`src/rtl/hit_fifo_drain_if.sv`:
```
// Bundle for the summary-hit FIFO read side and the outgoing word stream.
// The master modport is the drain engine; the slave modport is the FIFO and
// downstream collection logic (or a testbench standing in for them).
interface hit_fifo_drain_if #(
    parameter int LENGTH_COUNTER = 8
);
    logic                      fifo_empty;
    logic                      read_HSP;
    logic [LENGTH_COUNTER-1:0] hit_add_inQ_UnGap;
    logic [LENGTH_COUNTER-1:0] hit_add_inS_UnGap;
    logic [LENGTH_COUNTER-1:0] hit_length_UnGap;
    logic [31:0]               out_data;
    logic                      out_valid;
    logic                      out_ready;

    modport master (
        input  fifo_empty,
        input  hit_add_inQ_UnGap,
        input  hit_add_inS_UnGap,
        input  hit_length_UnGap,
        input  out_ready,
        output read_HSP,
        output out_data,
        output out_valid
    );

    modport slave (
        output fifo_empty,
        output hit_add_inQ_UnGap,
        output hit_add_inS_UnGap,
        output hit_length_UnGap,
        output out_ready,
        input  read_HSP,
        input  out_data,
        input  out_valid
    );
endinterface

```
`src/rtl/hit_fifo_drain.sv`:
```
// hit_fifo_drain: reader side of a Blastn_Unit's summary hit FIFO.
// Pops one entry at a time, drops bubbles (raw length 0), packs each real
// hit as {unit_id, S addr, Q addr, raw length} and offers it on a
// valid/ready stream. At most one FIFO entry is in flight.
// Optional feature: define HIT_LEN_FILTER_EN to discard hits whose raw
// length is below MIN_LEN and count them in drop_count; without it every
// non-bubble hit is forwarded and drop_count stays 0.
module hit_fifo_drain #(
    parameter int LENGTH_COUNTER = 8,
    parameter int READ_LATENCY   = 1,
    parameter int CNT_W          = 16,
    parameter int MIN_LEN        = 4
) (
    input  logic                      array_clk,
    input  logic                      reset,
    input  logic [LENGTH_COUNTER-1:0] unit_id,
    hit_fifo_drain_if.master          bus,
    output logic [CNT_W-1:0]          hit_count,
    output logic [CNT_W-1:0]          drop_count,
    output logic                      busy
);

    typedef enum logic [2:0] {
        IDLE,
        POP,
        WAIT,
        CHECK,
        SEND
    } state_t;

    localparam logic [1:0] WAIT_LAST = 2'(READ_LATENCY - 1);

    state_t                    state;
    state_t                    next_state;
    logic [1:0]                wait_cnt;
    logic                      wait_done;
    logic [LENGTH_COUNTER-1:0] cap_q;
    logic [LENGTH_COUNTER-1:0] cap_s;
    logic [LENGTH_COUNTER-1:0] cap_len;
    logic [31:0]               out_word;
    logic                      read_pop;
    logic                      send_valid;
    logic                      load_word;
    logic                      accept;
`ifdef HIT_LEN_FILTER_EN
    logic                      count_drop;
`endif

    assign wait_done = (wait_cnt == WAIT_LAST);
    assign accept    = send_valid & bus.out_ready;

    assign bus.read_HSP  = read_pop;
    assign bus.out_valid = send_valid;
    assign bus.out_data  = out_word;
    assign busy          = (state != IDLE);

    // State register; reset abandons whatever entry or word is in flight.
    always_ff @(posedge array_clk or posedge reset) begin
        if (reset) begin
            state <= IDLE;
        end else begin
            state <= next_state;
        end
    end

    // Next-state and strobes; the pop strobe is a pure decode of POP so it
    // lasts exactly one cycle and can never coincide with a pending word.
    always_comb begin
        next_state = state;
        read_pop   = 1'b0;
        send_valid = 1'b0;
        load_word  = 1'b0;
`ifdef HIT_LEN_FILTER_EN
        count_drop = 1'b0;
`endif
        case (state)
            IDLE: begin
                if (!bus.fifo_empty) begin
                    next_state = POP;
                end
            end
            POP: begin
                read_pop   = 1'b1;
                next_state = WAIT;
            end
            WAIT: begin
                if (wait_done) begin
                    next_state = CHECK;
                end
            end
            CHECK: begin
                if (cap_len == '0) begin
                    next_state = IDLE;
                end
`ifdef HIT_LEN_FILTER_EN
                else if (cap_len < LENGTH_COUNTER'(MIN_LEN)) begin
                    count_drop = 1'b1;
                    next_state = IDLE;
                end
`endif
                else begin
                    load_word  = 1'b1;
                    next_state = SEND;
                end
            end
            SEND: begin
                send_valid = 1'b1;
                if (bus.out_ready) begin
                    next_state = IDLE;
                end
            end
            default: begin
                next_state = IDLE;
            end
        endcase
    end

    // Counts the FIFO read latency; restarts on every entry into WAIT.
    always_ff @(posedge array_clk or posedge reset) begin
        if (reset) begin
            wait_cnt <= '0;
        end else if (state == WAIT) begin
            wait_cnt <= wait_cnt + 2'd1;
        end else begin
            wait_cnt <= '0;
        end
    end

    // Captures the FIFO data on the cycle the read latency has elapsed.
    always_ff @(posedge array_clk or posedge reset) begin
        if (reset) begin
            cap_q   <= '0;
            cap_s   <= '0;
            cap_len <= '0;
        end else if (state == WAIT && wait_done) begin
            cap_q   <= bus.hit_add_inQ_UnGap;
            cap_s   <= bus.hit_add_inS_UnGap;
            cap_len <= bus.hit_length_UnGap;
        end
    end

    // Output word is loaded once per forwarded hit and then held through SEND.
    always_ff @(posedge array_clk or posedge reset) begin
        if (reset) begin
            out_word <= '0;
        end else if (load_word) begin
            out_word <= {unit_id, cap_s, cap_q, cap_len};
        end
    end

    // Saturating count of words accepted downstream.
    always_ff @(posedge array_clk or posedge reset) begin
        if (reset) begin
            hit_count <= '0;
        end else if (accept && (hit_count != {CNT_W{1'b1}})) begin
            hit_count <= hit_count + 1'b1;
        end
    end

`ifdef HIT_LEN_FILTER_EN
    // Saturating count of hits discarded by the length filter.
    always_ff @(posedge array_clk or posedge reset) begin
        if (reset) begin
            drop_count <= '0;
        end else if (count_drop && (drop_count != {CNT_W{1'b1}})) begin
            drop_count <= drop_count + 1'b1;
        end
    end
`else
    assign drop_count = '0;
`endif

endmodule

```
`src/flat_wrapper.sv`:
```
// flat-port wrapper written by rule: the top's interface ports become plain ports
module hit_fifo_drain_flat 
#(
    parameter int LENGTH_COUNTER = 8,
    parameter int READ_LATENCY   = 1,
    parameter int CNT_W          = 16,
    parameter int MIN_LEN        = 4
)
  (array_clk, reset, unit_id, hit_count, drop_count, busy, bus_fifo_empty, bus_hit_add_inQ_UnGap, bus_hit_add_inS_UnGap, bus_hit_length_UnGap, bus_out_ready, bus_read_HSP, bus_out_data, bus_out_valid);
  hit_fifo_drain_if #(.LENGTH_COUNTER(LENGTH_COUNTER)) bus_i ();
  input  logic array_clk;
  input  logic reset;
  input  logic [LENGTH_COUNTER-1:0] unit_id;
  output logic [CNT_W-1:0] hit_count;
  output logic [CNT_W-1:0] drop_count;
  output logic busy;
  input wire logic [$bits(bus_i.fifo_empty)-1:0] bus_fifo_empty;
  input wire logic [$bits(bus_i.hit_add_inQ_UnGap)-1:0] bus_hit_add_inQ_UnGap;
  input wire logic [$bits(bus_i.hit_add_inS_UnGap)-1:0] bus_hit_add_inS_UnGap;
  input wire logic [$bits(bus_i.hit_length_UnGap)-1:0] bus_hit_length_UnGap;
  input wire logic [$bits(bus_i.out_ready)-1:0] bus_out_ready;
  output wire logic [$bits(bus_i.read_HSP)-1:0] bus_read_HSP;
  output wire logic [$bits(bus_i.out_data)-1:0] bus_out_data;
  output wire logic [$bits(bus_i.out_valid)-1:0] bus_out_valid;
  assign bus_i.fifo_empty = bus_fifo_empty;
  assign bus_i.hit_add_inQ_UnGap = bus_hit_add_inQ_UnGap;
  assign bus_i.hit_add_inS_UnGap = bus_hit_add_inS_UnGap;
  assign bus_i.hit_length_UnGap = bus_hit_length_UnGap;
  assign bus_i.out_ready = bus_out_ready;
  assign bus_read_HSP = bus_i.read_HSP;
  assign bus_out_data = bus_i.out_data;
  assign bus_out_valid = bus_i.out_valid;
  hit_fifo_drain #(.LENGTH_COUNTER(LENGTH_COUNTER), .READ_LATENCY(READ_LATENCY), .CNT_W(CNT_W), .MIN_LEN(MIN_LEN)) u_core (.array_clk(array_clk), .reset(reset), .unit_id(unit_id), .bus(bus_i), .hit_count(hit_count), .drop_count(drop_count), .busy(busy));
endmodule
```
`config.mk`:
```
export PLATFORM = sky130hd
export DESIGN_NAME = hit_fifo_drain_flat
export DESIGN_NICKNAME = d
export VERILOG_FILES = /design/src/rtl/hit_fifo_drain_if.sv /design/src/rtl/hit_fifo_drain.sv /design/src/flat_wrapper.sv
export SDC_FILE = /design/constraint.sdc
export NUM_CORES = 1
export LEC_CHECK = 0
export ABC_AREA = 1
export BUFFER_PORTS_ARGS = -buffer_cell sky130_fd_sc_hd__buf_2
export CAP_MARGIN = 5
export CORE_MARGIN = 2
export CORE_UTILIZATION = 45
export CTS_CLUSTER_DIAMETER = 120
export DETAILED_ROUTE_END_ITERATION = 8
export PLACE_DENSITY = 0.84
export SLEW_MARGIN = 10
export SYNTH_ARGS = -nofsm -noshare
export SYNTH_HDL_FRONTEND = slang
export SYNTH_SLANG_ARGS = --single-unit
```
`constraint.sdc`:
```
create_clock -name array_clk -period 3 [get_ports array_clk]
set_input_delay 0.9 -clock array_clk [delete_from_list [all_inputs] [get_ports array_clk]]
set_output_delay 0.9 -clock array_clk [all_outputs]
set_load 0.1 [all_outputs]
```
# [Yosys cells after proc, flatten, opt, wreduce, memory -nomap -nowiden]
# Index checks and enable logic that the tools add are counted.
[word_totals] wordCells=35 out_inout_bits=67 ff_bits=77
[op_classes] reduce_logical=7 addsub=2 bitwise_logic=1 eq_ne=8 mux=10
[ops] op="adder 16 x 1 -> 16 bit (second input constant)" count=1
[ops] op="!= test 16 bit (second input constant)" count=1
[ops] op="one-hot mux 3 bit (5 select lines)" count=1
[ops] op="2-to-1 mux 3 bit" count=4
[ops] op="zero test 8 bit" count=1
[ops] op="== test 3 x 2 -> 1 bit (second input constant)" count=2
[ops] op="2-to-1 mux 1 bit" count=4
[ops] op="!= test 2 bit (second input constant)" count=2
[ops] op="== test 3 x 1 -> 1 bit (second input constant)" count=1
[ops] op="== test 3 bit (second input constant)" count=1
[ops] op="zero test 3 bit" count=1
[ops] op="AND reduction 3 bit" count=1
[ops] op="nonzero test 3 bit" count=1
[ops] op="adder 2 x 1 -> 2 bit (second input constant)" count=1
[ops] op="logical AND 1 bit" count=2
[ops] op="zero test 2 bit" count=1
[ops] op="2-to-1 mux 2 bit" count=1
[ops] op="!= test 2 x 1 -> 1 bit (second input constant)" count=1
[ops] op="AND 1 bit" count=1

# [Longest topological paths before layout]
# Gate-level depths: netlist (run 1).
[logic_depth] depth_word=4 ltp_mapped=9 depth_no_buf=9

# [Worst setup path after synthesis (run 1)]
# OpenSTA, ideal clock, no wires.
[synth_timing] kind="register to output" startpoint="reg u_core.state[2]" endpoint="out bus_read_HSP" path_slack_ns=0.312 n_path_buf=0 path_stages_with_launch=4 arrival_time_ns=1.788 cell_sequence="dfrtp_1 inv_1 nand2_1 nor2_1"
[synth_between] elab_chain_len=2
[synth_lines] element="start: declaration" line="hit_fifo_drain.sv:33" rtl="state_t state;"
[synth_lines] element="start signal: assignment" line="hit_fifo_drain.sv:62" rtl="state <= next_state;"
[synth_lines] element="== test 3 x 1 -> 1 bit" line="hit_fifo_drain.sv:76" rtl="case (state)"
[synth_lines] element="2-to-1 mux 1 bit" line="hit_fifo_drain.sv:76"
[synth_lines] element="end: declaration" line="flat_wrapper.sv:22" rtl="output wire logic [$bits(bus_i.read_HSP)-1:0] bus_read_HSP;"
# Every way passes these cells.

# [Final worst setup path (run 1)]
# Ends and elaborated chain as after synthesis.

==> impl_metrics.py, run 1 <==
metrics = {
    "run_status": {
        "status": "complete, no violations",
    },
    "layout": {
        "ff_latch_area_um2": 1930,
        "nFillCells": 737,
        "final_nets": 561,
        "drive_above_1_share_pct": 23.5,
        "areaGrowthSynthToFinish_pct": 17.7,
        "diodes": 0,
        "final_cells": 630,
        "multi_input_area_um2": 1390,
    },
    "logic_synthesis": {
        "synth.largest_area_cell": "dfrtp_1",
        "syn_inst": 439,
        "synthMostInstantiatedCell": "nand2_1",
        "async_flop_share_pct": 100,
        "avgSynthCellArea_um2": 8.24,
        "ys_types": 27,
        "synth_ff_type": "dfrtp_1",
        "yosys.area.top_type_share_pct": 53.3,
        "synth_area_leaders": "dfrtp_1, nand2_1, nand3_1, inv_1, buf_4",
        "yosysWarnings": 0,
        "yosys-top-cells-count": "nand2_1, dfrtp_1, nand3_1",
        "synth_edf_count": 0,
        "synth_seq_area_share_pct": 53.3,
        "synth-seq-cells": 77,
        "syn-cell-area_um2": 3620,
    },
    "drt": {
        "top_layer": "met4",
        "vias": 3039,
        "remaining_drc_errors": 0,
        "drt_wl_total_um": 7670,
        "met2_length_um": 4000,
        "first_pass_iters": 4,
        "drt_iter0_markers": 95,
        "via_per_inst": 4.82,
        "wl_met1_um": 3330,
        "ant_nets": 0,
        "wire_per_inst_um": 12.2,
        "route.met3.wl_um": 315,
    },
    "critical_path": {
        "cp_slowest_stage_delay_ns": 0.44,
        "crit_required_ns": 2.10,
        "reg2reg_depth": 7,
        "crit_chain": "inv_1 > nand2_1 > nor2_1 > buf_2",
        "worstPathArrival_ns": 1.48,
        "r2r_end": "u_core.bus.out_data[21]",
        "startpoint": "u_core.state[2]",
        "worst_setup_path_start_kind": "flip-flop",
        "critPathKind": "reg2out",
        "crit_fanout": 4,
        "reg2reg_from": "u_core.cap_len[0]",
        "cp-endpoint": "bus_read_HSP",
        "r2r_setup_slack_ns": 0.84,
        "cp_slowest_cell": "buf_2",
        "end_kind": "output port",
    },
    "clock_tree": {
        "hold_buffers": 0,
        "cts_buffer_depth": 2,
        "htreeDepth": 3,
        "cts_made_buffers": 9,
        "cts_tree": "yes",
        "postCtsSetupBuffers": 0,
        "root_buffer": "clkbuf_8",
        "post_cts_resized": 0,
        "clk_pin_slew_ns": 0.08,
        "clock_sink_count": 77,
        "clkLatencyLatePin_ns": 0.34,
    },
    "timing": {
        "worst_pin_slew_ns": 0.754,
        "slew_headroom_pct": 49.5,
        "final_hold_viol_count": 0,
        "finClkSkew_ns": 0.0110,
        "setup_violations": 0,
        "finalCriticalPeriod_ns": 2.38,
        "tns_ns": 0,
        "fin_crit_sh_pct": 79.3,
        "slew_violations": 0,
        "max_freq_mhz": 420,
        "rsz0062_at_grt": "false",
    },
    "grt": {
        "grt_pass1_wl_um": 13000,
        "grt_overflow_total": 0,
        "grt_max_degree": 46,
        "gr-usage-all-layers_pct": 18.7,
        "grt_pass1_vias": 2899,
        "antenna_found_initial": 0,
    },
    "floorplanning": {
        "dieArea_um2": 8770,
        "initial_core_util_pct": 46.6,
        "dieHeight_um": 93.7,
        "die_w_um": 93.7,
        "coreArea_um2": 7770,
        "rows": 32,
        "ios": 103,
    },
    "placed_design": {
        "place.port_buffers": 86,
        "dp_hpwl_um": 5540,
        "place_congestion": 0.846,
        "dp.cells": 614,
    },
    "flow_run": {
        "drv_cap": 0,
    },
    "hold_path": {
        "hold_class": "reg2reg",
        "min-delay-start": "u_core.wait_cnt[0]",
    },
}
==> worst min path at each step <==
stage	end	depth (start not counted)
2_1_floorplan	u_core.wait_cnt[0]	1
3_3_place_gp	u_core.wait_cnt[0]	1
3_5_place_dp	u_core.wait_cnt[0]	1
4_1_cts	u_core.wait_cnt[0]	1
5_1_grt	u_core.wait_cnt[0]	1
6_report	u_core.wait_cnt[0]	1
==> stage by stage <==
| step | utilization (%) | hold WS, ns | setup WS [ns] | cell area (um^2) |
|---|---|---|---|---|
| final | 54.8 | 0.438 | 0.621 | 4260 |
| after global routing | 54.8 | 0.477 | 0.515 | 4260 |
| after CTS | 54.8 | 0.445 | 0.601 | 4260 |
| after detailed placement | 52.2 | 0.432 | 0.867 | 4050 |
| after global placement | 52.2 | 0.412 | 0.982 | 4050 |
| after floorplan | - | 0.402 | 0.133 | 3670 |
==> registers in the layout, indices dropped and copies added (netlist names) <==
register,count
u_core.state,3
u_core.cap_len,8
u_core.cap_s,8
u_core.bus.out_data,32
u_core.cap_q,8
u_core.wait_cnt,2
u_core.hit_count,16
==> routing by layer <==
layer | up-vias | GRT usage (%)
met4 | 0 | 6.88
met5 | - | 0
met3 | 2 | 3.29
met2 | 75 | 33.2
li1 | 1506 | -
met1 | 1456 | 22.9
==> logic make-up (layout without fill, tap and decap cells) <==
logic type | Yosys count | after routing | share of synthesized area, %
xor gates and xnor gates | 4 | 4 | 0.969
adders and majority gates | 2 | 2 | 0.692
DFF | 77 | 77 | 53.3
other | 1 | 16 | 0.104
and+or+nand+nor | 253 | 253 | 30.3
AOI/OAI and AO/OA | 31 | 31 | 4.67
buffers and inverters | 71 | 145 | 10.0
==> critical path, delay by kind of cell, from the launching register on <==
kind	cells	cell delay [ns]
simple gates	2	0.21
flops	1	0.43
buf+inv	2	0.51
==> placed cells by master, fill, tap and decap left out, types with 3 or more instances in the layout <==
| cell | synthesis | routed |
|---|---|---|
| nand2_1 | 154 | 154 |
| buf_2 | 10 | 86 |
| dfrtp_1 | 77 | 77 |
| nand3_1 | 43 | 43 |
| inv_1 | 40 | 39 |
| nor2_1 | 30 | 30 |
| conb_1 | 1 | 16 |
| o21ai_0 | 14 | 14 |
| a21oi_1 | 12 | 12 |
| clkbuf_8 | 0 | 9 |
| nand4_1 | 7 | 7 |
| nor2_2 | 5 | 5 |
| nand2_2 | 5 | 5 |
| nor2_4 | 4 | 4 |
| xor2_1 | 3 | 3 |
==> final cells by class <==
type,count,share of cell area (%)
clock inverter,7,1.94
timing repair buffer,88,10.8
tap,102,3.00
inverter,41,3.64
clock buffer,9,2.91
sequential,77,45.2
multi-input combinational,306,32.5
Power of run 1 is not shown: default switching activity piles up to over one toggle a cycle in this logic, so the estimate is an artifact.
==> run 2: changes to the inputs <==
Settings changed: ABC_AREA 1 to 0, PLACE_DENSITY 0.84 to 0.83.
Clock period 3 ns to 2.4 ns, I/O delays scaled along.
==> run 2 against run 1 <==
Sequential share of layout area increased by 2.6 points. Register-to-register slack got worse by 0.28 ns. Sequential cell count stayed put. Largest cell class unchanged. Synthesized area is 9.1% lower. Cell count down 31%. Critical path depth decreased by 2. Clock skew rose by 0.0018 ns. Via count fell by 31%. Count of clock-buffer cells in the layout grew 1. Global-route usage fell by 2.9 points. Synthesized cell count down 46%.
==> impl_metrics.py, run 2 <==
metrics = {
    "run_status": {
        "status": "complete, no violations",
    },
    "timing": {
        "worst_pin_slew_ns": 0.526,
        "slew_violations": 0,
        "finalCriticalPeriod_ns": 2.26,
        "final_hold_viol_count": 0,
        "fin_crit_sh_pct": 94.1,
        "slew_headroom_pct": 64.6,
        "finClkSkew_ns": 0.0128,
        "rsz0062_at_grt": "false",
        "setup_violations": 0,
        "max_freq_mhz": 443,
    },
    "grt": {
        "antenna_found_initial": 0,
        "grt_pass1_vias": 2116,
        "grt_max_degree": 78,
        "grt.met2_usage_pct": 27.3,
        "grt_overflow_total": 0,
        "top_usage_layer": "met2",
        "gr-usage-all-layers_pct": 15.9,
        "met1_usage_pct": 18.7,
        "grt_pass1_wl_um": 9610,
        "met3_usage_pct": 4.80,
    },
    "floorplanning": {
        "ios": 103,
        "dieHeight_um": 89.5,
        "rows": 31,
        "die_w_um": 89.5,
        "initial_core_util_pct": 45.8,
        "dieArea_um2": 8010,
        "coreArea_um2": 7180,
    },
    "critical_path": {
        "critPathKind": "reg2out",
        "worst_setup_path_start_kind": "flip-flop",
        "crit_fanout": 8,
        "worstPathArrival_ns": 1.54,
        "end_kind": "output port",
        "crit_required_ns": 1.68,
    },
    "clock_tree": {
        "post_cts_resized": 0,
        "postCtsSetupBuffers": 0,
        "cts_buffer_depth": 2,
        "clock_sink_count": 77,
        "cts_tree": "yes",
        "htreeDepth": 3,
        "root_buffer": "clkbuf_8",
        "hold_buffers": 0,
        "clk_pin_slew_ns": 0.08,
        "clkLatencyLatePin_ns": 0.34,
        "cts_made_buffers": 9,
    },
    "drt": {
        "drt_wl_total_um": 5940,
        "via_per_inst": 4.85,
        "drt_iter0_markers": 50,
        "ant_nets": 0,
        "remaining_drc_errors": 0,
        "vias": 2101,
        "wire_per_inst_um": 13.7,
        "first_pass_iters": 3,
    },
    "logic_synthesis": {
        "syn-cell-area_um2": 3290,
        "avgSynthCellArea_um2": 13.9,
        "synthMostInstantiatedCell": "dfrtp_1",
        "syn_inst": 237,
        "yosys.area.top_type_share_pct": 58.6,
        "yosys-top-cells-count": "dfrtp_1, mux2_2, buf_4",
        "yosys.area_share.simple_pct": 9.70,
        "synth.largest_area_cell": "dfrtp_1",
        "synthXorXnorAreaFrac_pct": 4.00,
        "synth_ff_type": "dfrtp_1",
        "synthAdderAreaFrac_pct": 0.761,
        "async_flop_share_pct": 100,
        "ys_types": 37,
        "synth_compound_area_share_pct": 1.60,
        "synth_edf_count": 0,
        "synth-seq-cells": 77,
        "synth_top_family_by_area": "multiplexers",
        "synthMuxAreaShare_pct": 19.5,
        "synth_area_leaders": "dfrtp_1, mux2_2, buf_4, xor2_1, xnor2_1",
        "synth_seq_area_share_pct": 58.6,
        "yosysWarnings": 0,
    },
    "layout": {
        "areaGrowthSynthToFinish_pct": 22.4,
        "final_nets": 367,
        "drive_above_1_share_pct": 51.2,
        "nFillCells": 610,
        "diodes": 0,
        "final_cells": 433,
        "largest_reg_flops": 32,
        "layout_commonest_cell": "buf_2",
        "mostFrequentLayoutCells": "buf_2, dfrtp_1, mux2_2",
    },
    "hold_path": {
        "hold_class": "in2async",
    },
    "placed_design": {
        "dp_hpwl_um": 4240,
        "place_congestion": 0.790,
        "dp.cells": 417,
        "place.port_buffers": 86,
    },
    "flow_run": {
        "drv_cap": 0,
    },
}
[run 2: path summary, 6_finish.rpt]
kind                                     startpoint                    to  depth (start not counted)  slack [ns]
worst max-delay path                u_core.state[2]         bus_out_valid                          2        0.14
worst min-delay path                          reset  u_core.hit_count[12]                          3        0.47
worst max register to register      u_core.state[1]  u_core.hit_count[11]                          4        0.56
worst min register to register  u_core.hit_count[5]   u_core.hit_count[5]                          1        0.49
max in group asynchronous                     reset    u_core.wait_cnt[1]                          3        1.58
min in group array_clk          u_core.hit_count[5]   u_core.hit_count[5]                          1        0.49
[run 2: final cells by class]
cell class	instances	area, um^2	share of cell area (%)
clock buffers	10	138	3.42
well taps	99	124	3.08
inverters	6	26.3	0.653
flip-flops and latches	77	1930	47.9
repair buffers	90	485	12.1
clock inverters	6	86.3	2.14
multi-input cells	145	1240	30.8
[run 2: logic make-up after synthesis]
logic type      after synthesis
flops                        77
buf+inv                      30
mux                          57
xor+xnor                     15
simple gates                 48
compound gates                7
fa+ha+maj                     2
other cells                   1
[run 2: worst max-delay path: stages (launching register included)]
cell and delay, ns:
dfrtp_1 0.51, nor3b_2 0.24, buf_2 0.45
[run 2: metrics by stage]
stage	util (%)	area (um^2)	hold slack [ns]	setup TNS, ns	setup slack, ns
floorplan	-	3360	0.475	-0.152	-0.0792
global placement	53.0	3800	0.477	0	0.512
detailed placement	53.0	3800	0.477	0	0.424
CTS	56.1	4030	0.496	0	0.116
global route	56.1	4030	0.502	0	0.0368
finish	56.1	4030	0.471	0	0.141
[run 2: per-layer routing]
layer / vias up / routed length (um)
met5: - / 0
met1: 1055 / 2500
met4: 0 / 59
met2: 62 / 3080
met3: 6 / 297
li1: 978 / -
Power of run 2 is left out for the same reason.
==> run 3: changes to the inputs <==
Settings changed: PLACE_DENSITY 0.83 to 0.86.
Clock period 2.4 ns to 2 ns, I/O delays scaled along.
==> run 3 against run 2 <==
Sequential cell count did not move. Critical path depth did not move. Design area rose by 3.2%. Via count rose by 0.52%. Non-clock buffer count rose by 2. Die area did not move. Highest routed layer unchanged.
==> impl_metrics.py, run 3 (synthesis gave the netlist of run 2 again) <==
metrics = {
    "run_status": {
        "status": "complete, no violations",
    },
    "drt": {
        "first_pass_iters": 4,
        "wire_per_inst_um": 14.0,
        "drt_wl_total_um": 6090,
        "drt_iter0_markers": 58,
        "vias": 2112,
        "remaining_drc_errors": 0,
        "via_per_inst": 4.86,
        "ant_nets": 0,
    },
    "floorplanning": {
        "dieHeight_um": 89.5,
        "dieArea_um2": 8010,
        "die_w_um": 89.5,
        "rows": 31,
        "initial_core_util_pct": 45.8,
        "coreArea_um2": 7180,
        "ios": 103,
    },
    "grt": {
        "grt_pass1_vias": 2104,
        "gr-usage-all-layers_pct": 15.8,
        "grt_overflow_total": 0,
        "met3_usage_pct": 6.09,
        "antenna_found_initial": 0,
        "met1_usage_pct": 18.5,
        "top_usage_layer": "met2",
        "grt_max_degree": 78,
        "grt_pass1_wl_um": 9480,
        "grt.met2_usage_pct": 26.1,
    },
    "layout": {
        "multi_input_area_um2": 1260,
        "areaGrowthSynthToFinish_pct": 26.3,
        "nFillCells": 568,
        "final_core_util_pct": 57.9,
        "drive_above_1_share_pct": 57.4,
        "mostFrequentLayoutCells": "buf_2, dfrtp_1, mux2_2",
        "ff_latch_area_um2": 1950,
        "layout_commonest_cell": "buf_2",
        "final_cells": 435,
        "largest_reg_flops": 32,
        "final_nets": 369,
        "diodes": 0,
    },
    "timing": {
        "finalCriticalPeriod_ns": 1.97,
        "setup_violations": 0,
        "timing.final.ws_setup_ns": 0.0320,
        "final_hold_viol_count": 0,
        "max_freq_mhz": 508,
        "hold_slack_ns": 0.345,
        "finClkSkew_ns": 0.00763,
        "fin_crit_sh_pct": 98.4,
        "slew_violations": 0,
    },
    "critical_path": {
        "r2r_setup_slack_ns": 0.17,
        "end_kind": "output port",
        "r2r_end": "u_core.hit_count[8]",
        "critPathKind": "reg2out",
        "worst_setup_path_start_kind": "flip-flop",
        "reg2reg_from": "u_core.state[1]",
        "cp-endpoint": "busy",
        "reg2reg_depth": 5,
        "crit_fanout": 5,
        "startpoint": "u_core.state[0]",
        "worstPathArrival_ns": 1.37,
        "crit_required_ns": 1.40,
    },
    "clock_tree": {
        "cts_buffer_depth": 2,
        "htreeDepth": 3,
        "clk_pin_slew_ns": 0.08,
        "root_buffer": "clkbuf_8",
        "hold_buffers": 0,
        "clkLatencyLatePin_ns": 0.35,
        "cts_tree": "yes",
        "cts_made_buffers": 9,
        "clock_sink_count": 77,
    },
    "hold_path": {
        "hold_class": "in2async",
    },
    "placed_design": {
        "dp_hpwl_um": 4170,
        "place.port_buffers": 86,
        "place_congestion": 0.837,
        "place_worst_setup_slack_ns": 0.168,
        "dp.cells": 416,
    },
    "flow_run": {
        "drv_cap": 0,
    },
}
==> run 3: stage by stage <==
| stage | instance area [um^2] | setup TNS (ns) |
|---|---|---|
| after floorplan | 3380 | -0.779 |
| after global placement | 3860 | 0 |
| after detailed placement | 3860 | 0 |
| after CTS | 4130 | 0 |
| after global routing | 4150 | -0.00405 |
| final | 4150 | 0 |
==> run 3: worst min path at each step <==
stage / from / cells past startpoint / endpoint / slack, ns
6_report: reset / 3 / u_core.cap_q[2] / 0.35
5_1_grt: reset / 3 / u_core.cap_q[2] / 0.36
4_1_cts: reset / 3 / u_core.cap_q[2] / 0.36
3_5_place_dp: u_core.hit_count[5] / 1 / u_core.hit_count[5] / 0.47
3_3_place_gp: u_core.hit_count[5] / 1 / u_core.hit_count[5] / 0.46
2_1_floorplan: u_core.cap_q[2] / 1 / u_core.cap_q[2] / 0.47
==> run 3: final cells by class <==
class | instances | area share, %
Multi-Input combinational cell | 145 | 30.2
Sequential cell | 77 | 47.0
Inverter | 6 | 0.633
Tap cell | 99 | 2.98
Timing Repair Buffer | 92 | 13.4
Clock inverter | 6 | 2.68
Clock buffer | 10 | 3.07
==> run 3: worst max-delay path: stages (launching register included) <==
cell,delay [ns]
dfrtp_2,0.44
or3_4,0.41
buf_12,0.17
==> run 3: what timing repair did <==
item,4_1_cts,5_1_grt
pin swaps,0,0
resized for setup,5,5
setup buffers,2,1
endpoints found under the setup margin,2,4
==> run 3: per-layer routing <==
layer | up-vias | wire, um
met3 | 6 | 419
met5 | - | 0
met2 | 73 | 3090
li1 | 982 | -
met4 | 0 | 58
met1 | 1051 | 2510
Power of run 3 is left out for the same reason.
